==> config.mk <==
export PLATFORM = sky130hd
export DESIGN_NAME = set_assoc_cache_ctrl
export DESIGN_NICKNAME = d
export VERILOG_FILES = /design/src/rtl/set_assoc_cache_ctrl.sv
export SDC_FILE = /design/constraint.sdc
export NUM_CORES = 2
export LEC_CHECK = 0
export BUFFER_PORTS_ARGS = -buffer_cell sky130_fd_sc_hd__buf_2
export CORE_MARGIN = 2
export CORE_UTILIZATION = 30
export DETAILED_ROUTE_END_ITERATION = 16
export HOLD_SLACK_MARGIN = 0.1
export SKIP_LAST_GASP = 1
export SLEW_MARGIN = 20
export SYNTH_ARGS = -nofsm -noshare
export SYNTH_HDL_FRONTEND = slang
export SYNTH_SLANG_ARGS = --single-unit
==> constraint.sdc <==
create_clock -name clk -period 7.4 [get_ports clk]
set_input_delay 1.48 -clock clk [delete_from_list [all_inputs] [get_ports clk]]
set_output_delay 1.48 -clock clk [all_outputs]
set_load 0.005 [all_outputs]
==> src/rtl/set_assoc_cache_ctrl.sv <==
// rtl/set_assoc_cache_ctrl.sv - set-associative write-back cache controller with tree-PLRU replacement
// Optional hit/miss counters (hit_count/miss_count ports) are built only with CACHE_PERF_COUNTERS_EN defined.
module set_assoc_cache_ctrl #(
  parameter int ADDR_SIZE   = 32,
  parameter int NUM_SETS    = 16,
  parameter int NUM_WAYS    = 4,
  parameter int BLOCK_BYTES = 16,
  parameter int CNT_WIDTH   = 32
) (
  input  logic                        clk,
  input  logic                        rstn,
  input  logic                        cpu_req_valid,
  output logic                        cpu_req_ready,
  input  logic [ADDR_SIZE-1:0]        cpu_req_addr,
  input  logic                        cpu_req_write,
  output logic                        cpu_resp_valid,
  output logic                        cpu_resp_hit,
  output logic [$clog2(NUM_SETS)-1:0] data_set,
  output logic [$clog2(NUM_WAYS)-1:0] data_way,
  output logic                        data_we,
  output logic                        refill_we,
  output logic                        mem_req_valid,
  input  logic                        mem_req_ready,
  output logic                        mem_req_write,
  output logic [ADDR_SIZE-1:0]        mem_req_addr,
  input  logic                        mem_resp_valid
`ifdef CACHE_PERF_COUNTERS_EN
  ,
  output logic [CNT_WIDTH-1:0]        hit_count,
  output logic [CNT_WIDTH-1:0]        miss_count
`endif
);

  localparam int OFF_W = $clog2(BLOCK_BYTES);
  localparam int SET_W = $clog2(NUM_SETS);
  localparam int WAY_W = $clog2(NUM_WAYS);
  localparam int TAG_W = ADDR_SIZE - SET_W - OFF_W;
  localparam int BLK_W = ADDR_SIZE - OFF_W;
  localparam int NODES = NUM_WAYS - 1;

  localparam logic [2:0] S_IDLE    = 3'd0;
  localparam logic [2:0] S_LOOKUP  = 3'd1;
  localparam logic [2:0] S_WB_REQ  = 3'd2;
  localparam logic [2:0] S_WB_WAIT = 3'd3;
  localparam logic [2:0] S_RF_REQ  = 3'd4;
  localparam logic [2:0] S_RF_WAIT = 3'd5;
  localparam logic [2:0] S_RESPOND = 3'd6;

  logic [2:0]          state_q, state_d;
  logic [BLK_W-1:0]    blk_q, blk_d;
  logic                write_q, write_d;
  logic [WAY_W-1:0]    victim_q, victim_d;
  logic [TAG_W-1:0]    tag_q [NUM_SETS][NUM_WAYS];
  logic [TAG_W-1:0]    tag_d [NUM_SETS][NUM_WAYS];
  logic [NUM_WAYS-1:0] valid_q [NUM_SETS];
  logic [NUM_WAYS-1:0] valid_d [NUM_SETS];
  logic [NUM_WAYS-1:0] dirty_q [NUM_SETS];
  logic [NUM_WAYS-1:0] dirty_d [NUM_SETS];
  logic [NODES-1:0]    plru_q [NUM_SETS];
  logic [NODES-1:0]    plru_d [NUM_SETS];

  logic [SET_W-1:0]    req_set;
  logic [TAG_W-1:0]    req_tag;
  logic                hit;
  logic [WAY_W-1:0]    hit_way;
  logic                inv_found;
  logic [WAY_W-1:0]    inv_way;
  logic [WAY_W-1:0]    miss_victim;

  assign req_set  = blk_q[SET_W-1:0];
  assign req_tag  = blk_q[BLK_W-1:SET_W];
  assign data_set = req_set;

  // Tree nodes are heap-ordered: node n has children 2n+1 (lower half) and 2n+2 (upper half).
  function automatic logic [WAY_W-1:0] plru_pick(input logic [NODES-1:0] bits);
    int node;
    logic b;
    logic [WAY_W-1:0] way;
    node = 0;
    way  = '0;
    for (int l = 0; l < WAY_W; l++) begin
      b    = bits[node];
      way  = (way << 1) | WAY_W'(b);
      node = 2 * node + 1 + int'(b);
    end
    return way;
  endfunction

  function automatic logic [NODES-1:0] plru_touch(input logic [NODES-1:0] bits,
                                                  input logic [WAY_W-1:0] way);
    int node;
    logic b;
    logic [NODES-1:0] res;
    res  = bits;
    node = 0;
    for (int l = 0; l < WAY_W; l++) begin
      b         = way[WAY_W-1-l];
      res[node] = ~b;
      node      = 2 * node + 1 + int'(b);
    end
    return res;
  endfunction

  always_comb begin
    hit       = 1'b0;
    hit_way   = '0;
    inv_found = 1'b0;
    inv_way   = '0;
    for (int w = 0; w < NUM_WAYS; w++) begin
      if (!hit && valid_q[req_set][w] && (tag_q[req_set][w] == req_tag)) begin
        hit     = 1'b1;
        hit_way = WAY_W'(w);
      end
    end
    for (int w = NUM_WAYS - 1; w >= 0; w--) begin
      if (!valid_q[req_set][w]) begin
        inv_found = 1'b1;
        inv_way   = WAY_W'(w);
      end
    end
    miss_victim = inv_found ? inv_way : plru_pick(plru_q[req_set]);
  end

  always_comb begin
    state_d        = state_q;
    blk_d          = blk_q;
    write_d        = write_q;
    victim_d       = victim_q;
    tag_d          = tag_q;
    valid_d        = valid_q;
    dirty_d        = dirty_q;
    plru_d         = plru_q;
    cpu_req_ready  = 1'b0;
    cpu_resp_valid = 1'b0;
    cpu_resp_hit   = 1'b0;
    data_way       = '0;
    data_we        = 1'b0;
    refill_we      = 1'b0;
    mem_req_valid  = 1'b0;
    mem_req_write  = 1'b0;
    mem_req_addr   = '0;
    case (state_q)
      S_IDLE: begin
        cpu_req_ready = 1'b1;
        if (cpu_req_valid) begin
          blk_d   = cpu_req_addr[ADDR_SIZE-1:OFF_W];
          write_d = cpu_req_write;
          state_d = S_LOOKUP;
        end
      end
      S_LOOKUP: begin
        if (hit) begin
          cpu_resp_valid  = 1'b1;
          cpu_resp_hit    = 1'b1;
          data_way        = hit_way;
          data_we         = write_q;
          if (write_q) dirty_d[req_set][hit_way] = 1'b1;
          plru_d[req_set] = plru_touch(plru_q[req_set], hit_way);
          state_d         = S_IDLE;
        end else begin
          victim_d = miss_victim;
          state_d  = (valid_q[req_set][miss_victim] && dirty_q[req_set][miss_victim])
                     ? S_WB_REQ : S_RF_REQ;
        end
      end
      S_WB_REQ: begin
        mem_req_valid = 1'b1;
        mem_req_write = 1'b1;
        mem_req_addr  = {tag_q[req_set][victim_q], req_set, {OFF_W{1'b0}}};
        data_way      = victim_q;
        if (mem_req_ready) state_d = S_WB_WAIT;
      end
      S_WB_WAIT: begin
        data_way = victim_q;
        if (mem_resp_valid) begin
          dirty_d[req_set][victim_q] = 1'b0;
          state_d                    = S_RF_REQ;
        end
      end
      S_RF_REQ: begin
        mem_req_valid = 1'b1;
        mem_req_addr  = {blk_q, {OFF_W{1'b0}}};
        data_way      = victim_q;
        if (mem_req_ready) state_d = S_RF_WAIT;
      end
      S_RF_WAIT: begin
        data_way = victim_q;
        if (mem_resp_valid) begin
          refill_we                  = 1'b1;
          tag_d[req_set][victim_q]   = req_tag;
          valid_d[req_set][victim_q] = 1'b1;
          dirty_d[req_set][victim_q] = 1'b0;
          plru_d[req_set]            = plru_touch(plru_q[req_set], victim_q);
          state_d                    = S_RESPOND;
        end
      end
      S_RESPOND: begin
        cpu_resp_valid = 1'b1;
        data_way       = victim_q;
        data_we        = write_q;
        if (write_q) dirty_d[req_set][victim_q] = 1'b1;
        state_d        = S_IDLE;
      end
      default: state_d = S_IDLE;
    endcase
  end

  always_ff @(posedge clk or negedge rstn) begin
    if (!rstn) begin
      state_q  <= S_IDLE;
      blk_q    <= '0;
      write_q  <= 1'b0;
      victim_q <= '0;
      for (int s = 0; s < NUM_SETS; s++) begin
        valid_q[s] <= '0;
        dirty_q[s] <= '0;
        plru_q[s]  <= '0;
      end
    end else begin
      state_q  <= state_d;
      blk_q    <= blk_d;
      write_q  <= write_d;
      victim_q <= victim_d;
      valid_q  <= valid_d;
      dirty_q  <= dirty_d;
      plru_q   <= plru_d;
    end
  end

  // Tags are qualified by valid, so they need no reset.
  always_ff @(posedge clk) begin
    tag_q <= tag_d;
  end

`ifdef CACHE_PERF_COUNTERS_EN
  logic [CNT_WIDTH-1:0] hit_cnt_q, hit_cnt_d;
  logic [CNT_WIDTH-1:0] miss_cnt_q, miss_cnt_d;

  always_comb begin
    hit_cnt_d  = hit_cnt_q;
    miss_cnt_d = miss_cnt_q;
    if (state_q == S_LOOKUP) begin
      if (hit && (hit_cnt_q != '1)) hit_cnt_d = hit_cnt_q + 1'b1;
      if (!hit && (miss_cnt_q != '1)) miss_cnt_d = miss_cnt_q + 1'b1;
    end
  end

  always_ff @(posedge clk or negedge rstn) begin
    if (!rstn) begin
      hit_cnt_q  <= '0;
      miss_cnt_q <= '0;
    end else begin
      hit_cnt_q  <= hit_cnt_d;
      miss_cnt_q <= miss_cnt_d;
    end
  end

  assign hit_count  = hit_cnt_q;
  assign miss_count = miss_cnt_q;
`endif

endmodule
==> flow_metrics.py <==
metrics = {
    "drt": {
        "dr.pass1.iters": 10,
        "routedWlPerCell_um": 30.1,
        "drc": 0,
        "wl_met1_um": 89900,
        "route.met2.wl_um": 106000,
        "top_layer": "met5",
        "antenna_left": 0,
        "drt_iter0_markers": 6299,
        "viasPerCell": 5.47,
        "num_vias": 41785,
        "wl_met3_um": 21200,
        "wirelength_um": 230000,
    },
    "setup_path": {
        "slowest_stage": "dfrtp_4",
        "path_buf_inv": 3,
        "cp.required_ns": 5.92,
        "path_max_fanout": 41,
        "critical-path-top-delay-family": "compound AO/OA/AOI/OAI gates",
        "worst_setup_path_start_kind": "flip-flop",
        "path_cells": "buf_4, mux4_2, mux2i_1, xnor2_1, a211oi_1, a21oi_1, nor4_2, buf_4, a2bb2oi_2, or2b_1, o21ai_0, buf_2",
        "end_kind": "output port",
        "worstSetupPathType": "flip-flop to output port",
        "cp_slowest_stage_delay_ns": 1.08,
        "critPathArrivalTime_ns": 5.77,
        "worst_path_most_repeated_cell": "buf_4",
    },
    "sta": {
        "max_freq_mhz": 138,
        "worst_slew_pin_slew_ns": 1.17,
        "finalSetupViolCount": 0,
        "min_period_ns": 7.25,
        "fin_crit_sh_pct": 97.9,
        "skew_ns": 0.0394,
        "finalWorstSetupSlack_ns": 0.153,
        "rsz0062_at_grt": "true",
        "hold_violations": 0,
        "max_slew_margin_pct": 21.0,
        "slew_violations": 0,
    },
    "synthesis": {
        "synth_area_leaders": "edfxtp_1, mux4_2, dfrtp_1, mux2i_1, mux2_2",
        "syn_area_mm2": 0.0733,
        "avgSynthCellArea_um2": 17.9,
        "ys_ff_latch": 1746,
        "ys_top_cells_by_count": "edfxtp_1, mux4_2, mux2i_1",
        "synth-main-ff-cell": "edfxtp_1",
        "ys_async_sr_fraction_pct": 12.0,
        "synth.top_cell.area_share_pct": 62.9,
        "yosysUniqueCellTypes": 90,
        "yosysSeqAreaShare_pct": 70.1,
        "synth_edf_count": 1536,
        "synth_top_area_cell": "edfxtp_1",
        "synth.most_common_cell": "edfxtp_1",
        "ys_warn_count": 0,
        "synthCells": 4086,
    },
    "floorplan": {
        "row_count": 181,
        "die_area_mm2": 0.248,
        "design.core.area_mm2": 0.243,
        "fp.dieW_um": 498,
        "start_util_pct": 30.2,
        "die_height_um": 498,
        "pin_count": 83,
    },
    "clock_network": {
        "cts_buffer_depth": 3,
        "cts_tree": "built",
        "htree_num_levels": 4,
        "clk_latency_ns": 0.83,
        "cts.sinks": 1746,
        "numCtsBuffers": 180,
        "clk_pin_slew_ns": 0.06,
        "postCtsHoldBufs": 0,
        "cts_root_buf": "clkbuf_16",
    },
    "finish": {
        "drive_above_1_share_pct": 28.0,
        "area_growth_pct": 15.4,
        "fillCellCount": 22697,
        "utilization_pct": 34.8,
        "nNetsFinal": 4321,
    },
    "placed_design": {
        "hpwl_um": 143000,
        "port_buffers": 74,
        "gp_congestion": 0.951,
        "pre_cts_slack_ns": 1.03,
    },
    "grt": {
        "grt_max_degree": 116,
        "grt_pass1_wl_um": 319000,
        "grt_usage_pct": 18.1,
        "grt_pass1_vias": 40582,
        "antenna_found_initial": 13,
        "grt-ovfl-total": 0,
    },
    "power_and_ir_drop": {
        "power_density_mw_per_mm2": 431,
        "peakVddDrop_mv": 0.223,
        "p_leak_nw": 27.8,
    },
    "job": {
        "drv_cap": 0,
    },
    "min_path": {
        "hold_class": "flip-flop to flip-flop",
    },
    "outcome": {
        "outcome": "completed",
    },
}
## layer usage
layer  up-vias  global-route usage, %
met5         -                      0
met4         8                   9.31
met3       498                   3.76
met2      2324                   28.1
met1     22105                   24.0
li1      16850                      -
## cell families (layout without fill, tap and decap cells)
group,count (synthesis),in the layout,share of synthesized area [%]
and+or+nand+nor,599,599,3.86
AOI/OAI and AO/OA,557,557,5.11
other,1,7,0.00512
muxes,779,779,17.4
DFF,1746,1746,70.1
buffers and inverters,302,643,2.26
xor gates and xnor gates,102,102,1.22
## cell usage in the layout (no fill, tap or decap), types with 11 or more instances in the layout
cell type	netlist	layout
clkbuf_1	110	36
buf_4	43	188
buf_2	66	73
nor3_1	34	32
a221oi_1	19	19
and3_1	11	11
nor2_1	145	77
mux2_2	105	105
nor2_2	0	34
nor2_4	0	34
or2_2	70	70
buf_12	1	21
dfrtp_1	210	180
dfrtp_2	0	24
nor2b_1	15	12
inv_1	18	17
a31oi_1	11	11
xnor2_1	88	87
o21ai_0	202	201
mux2i_1	285	284
a2bb2oi_1	11	11
edfxtp_1	1536	1536
clkinv_2	0	26
o22ai_1	30	30
clkinv_1	6	42
nand2_1	205	205
a21oi_1	51	51
clkbuf_16	0	185
a211oi_1	22	22
mux4_2	388	388
nand2b_1	11	11
nand3_1	39	39
a22o_1	35	35
xor2_1	14	14
nand4_1	20	20
bufinv_16	0	26
a22oi_1	67	67
## where the power goes
group | total, mW | switching (mW) | internal [mW]
sequential | 13.3 | 0.864 | 12.4
combinational | 13.8 | 8.98 | 4.84
clock | 9.34 | 3.83 | 5.51
## per-stage QoR
stage / hold WS (ns) / instances / setup TNS, ns / power (mW) / area (um2)
floorplan: 0.434 / 4089 / 0 / 21.2 / 73300
global placement: 0.446 / 7297 / 0 / 26.8 / 78300
detailed placement: 0.448 / 7301 / 0 / 26.9 / 78400
CTS: 0.466 / 7630 / 0 / 36.2 / 84500
global route: 0.479 / 7633 / -0.00336 / 37.4 / 84500
finish: 0.461 / 7635 / 0 / 36.4 / 84500
## final cells by class
cell class	instances	area, um2	share of cell area, %
antenna	3	7.51	0.00888
clock buffer	224	4810	5.68
clock inverter	105	1230	1.45
inverter	28	115	0.136
multi-input combinational	2041	20700	24.4
sequential	1746	51400	60.8
tap	3202	4010	4.74
timing repair buffer	286	2290	2.71
## registers in the layout, summed over array words and instances (netlist names)
signal,count
dirty_q,64
plru_q,48
state_q,3
victim_q,2
valid_q,64
write_q,1
tag_q,1536
blk_q,28
## path summary, 6_finish.rpt
path | to | start | depth (start not counted) | slack [ns]
setup reg to reg | dirty_q[57]$_DFFE_PN0P_ | blk_q[1]$_DFFE_PN0P_ | 12 | 1.71
max in group asynchronous | blk_q[11]$_DFFE_PN0P_ | rstn | 2 | 5.36
setup / recovery | data_way[1] | blk_q[2]$_DFFE_PN0P_ | 12 | 0.15
hold / removal | valid_q[34]$_DFFE_PN0P_ | valid_q[34]$_DFFE_PN0P_ | 1 | 0.46
min in group asynchronous | valid_q[44]$_DFFE_PN0P_ | rstn | 1 | 0.74
hold reg to reg | valid_q[34]$_DFFE_PN0P_ | valid_q[34]$_DFFE_PN0P_ | 1 | 0.46
## what timing repair did
action | in CTS | in global routing
setup buffers | 0 | 1
hold endpoints to repair | 0 | 0
setup endpoints to repair | 0 | 3
resized for setup | 0 | 3
Note: power is estimated with default switching activity, not from simulation.
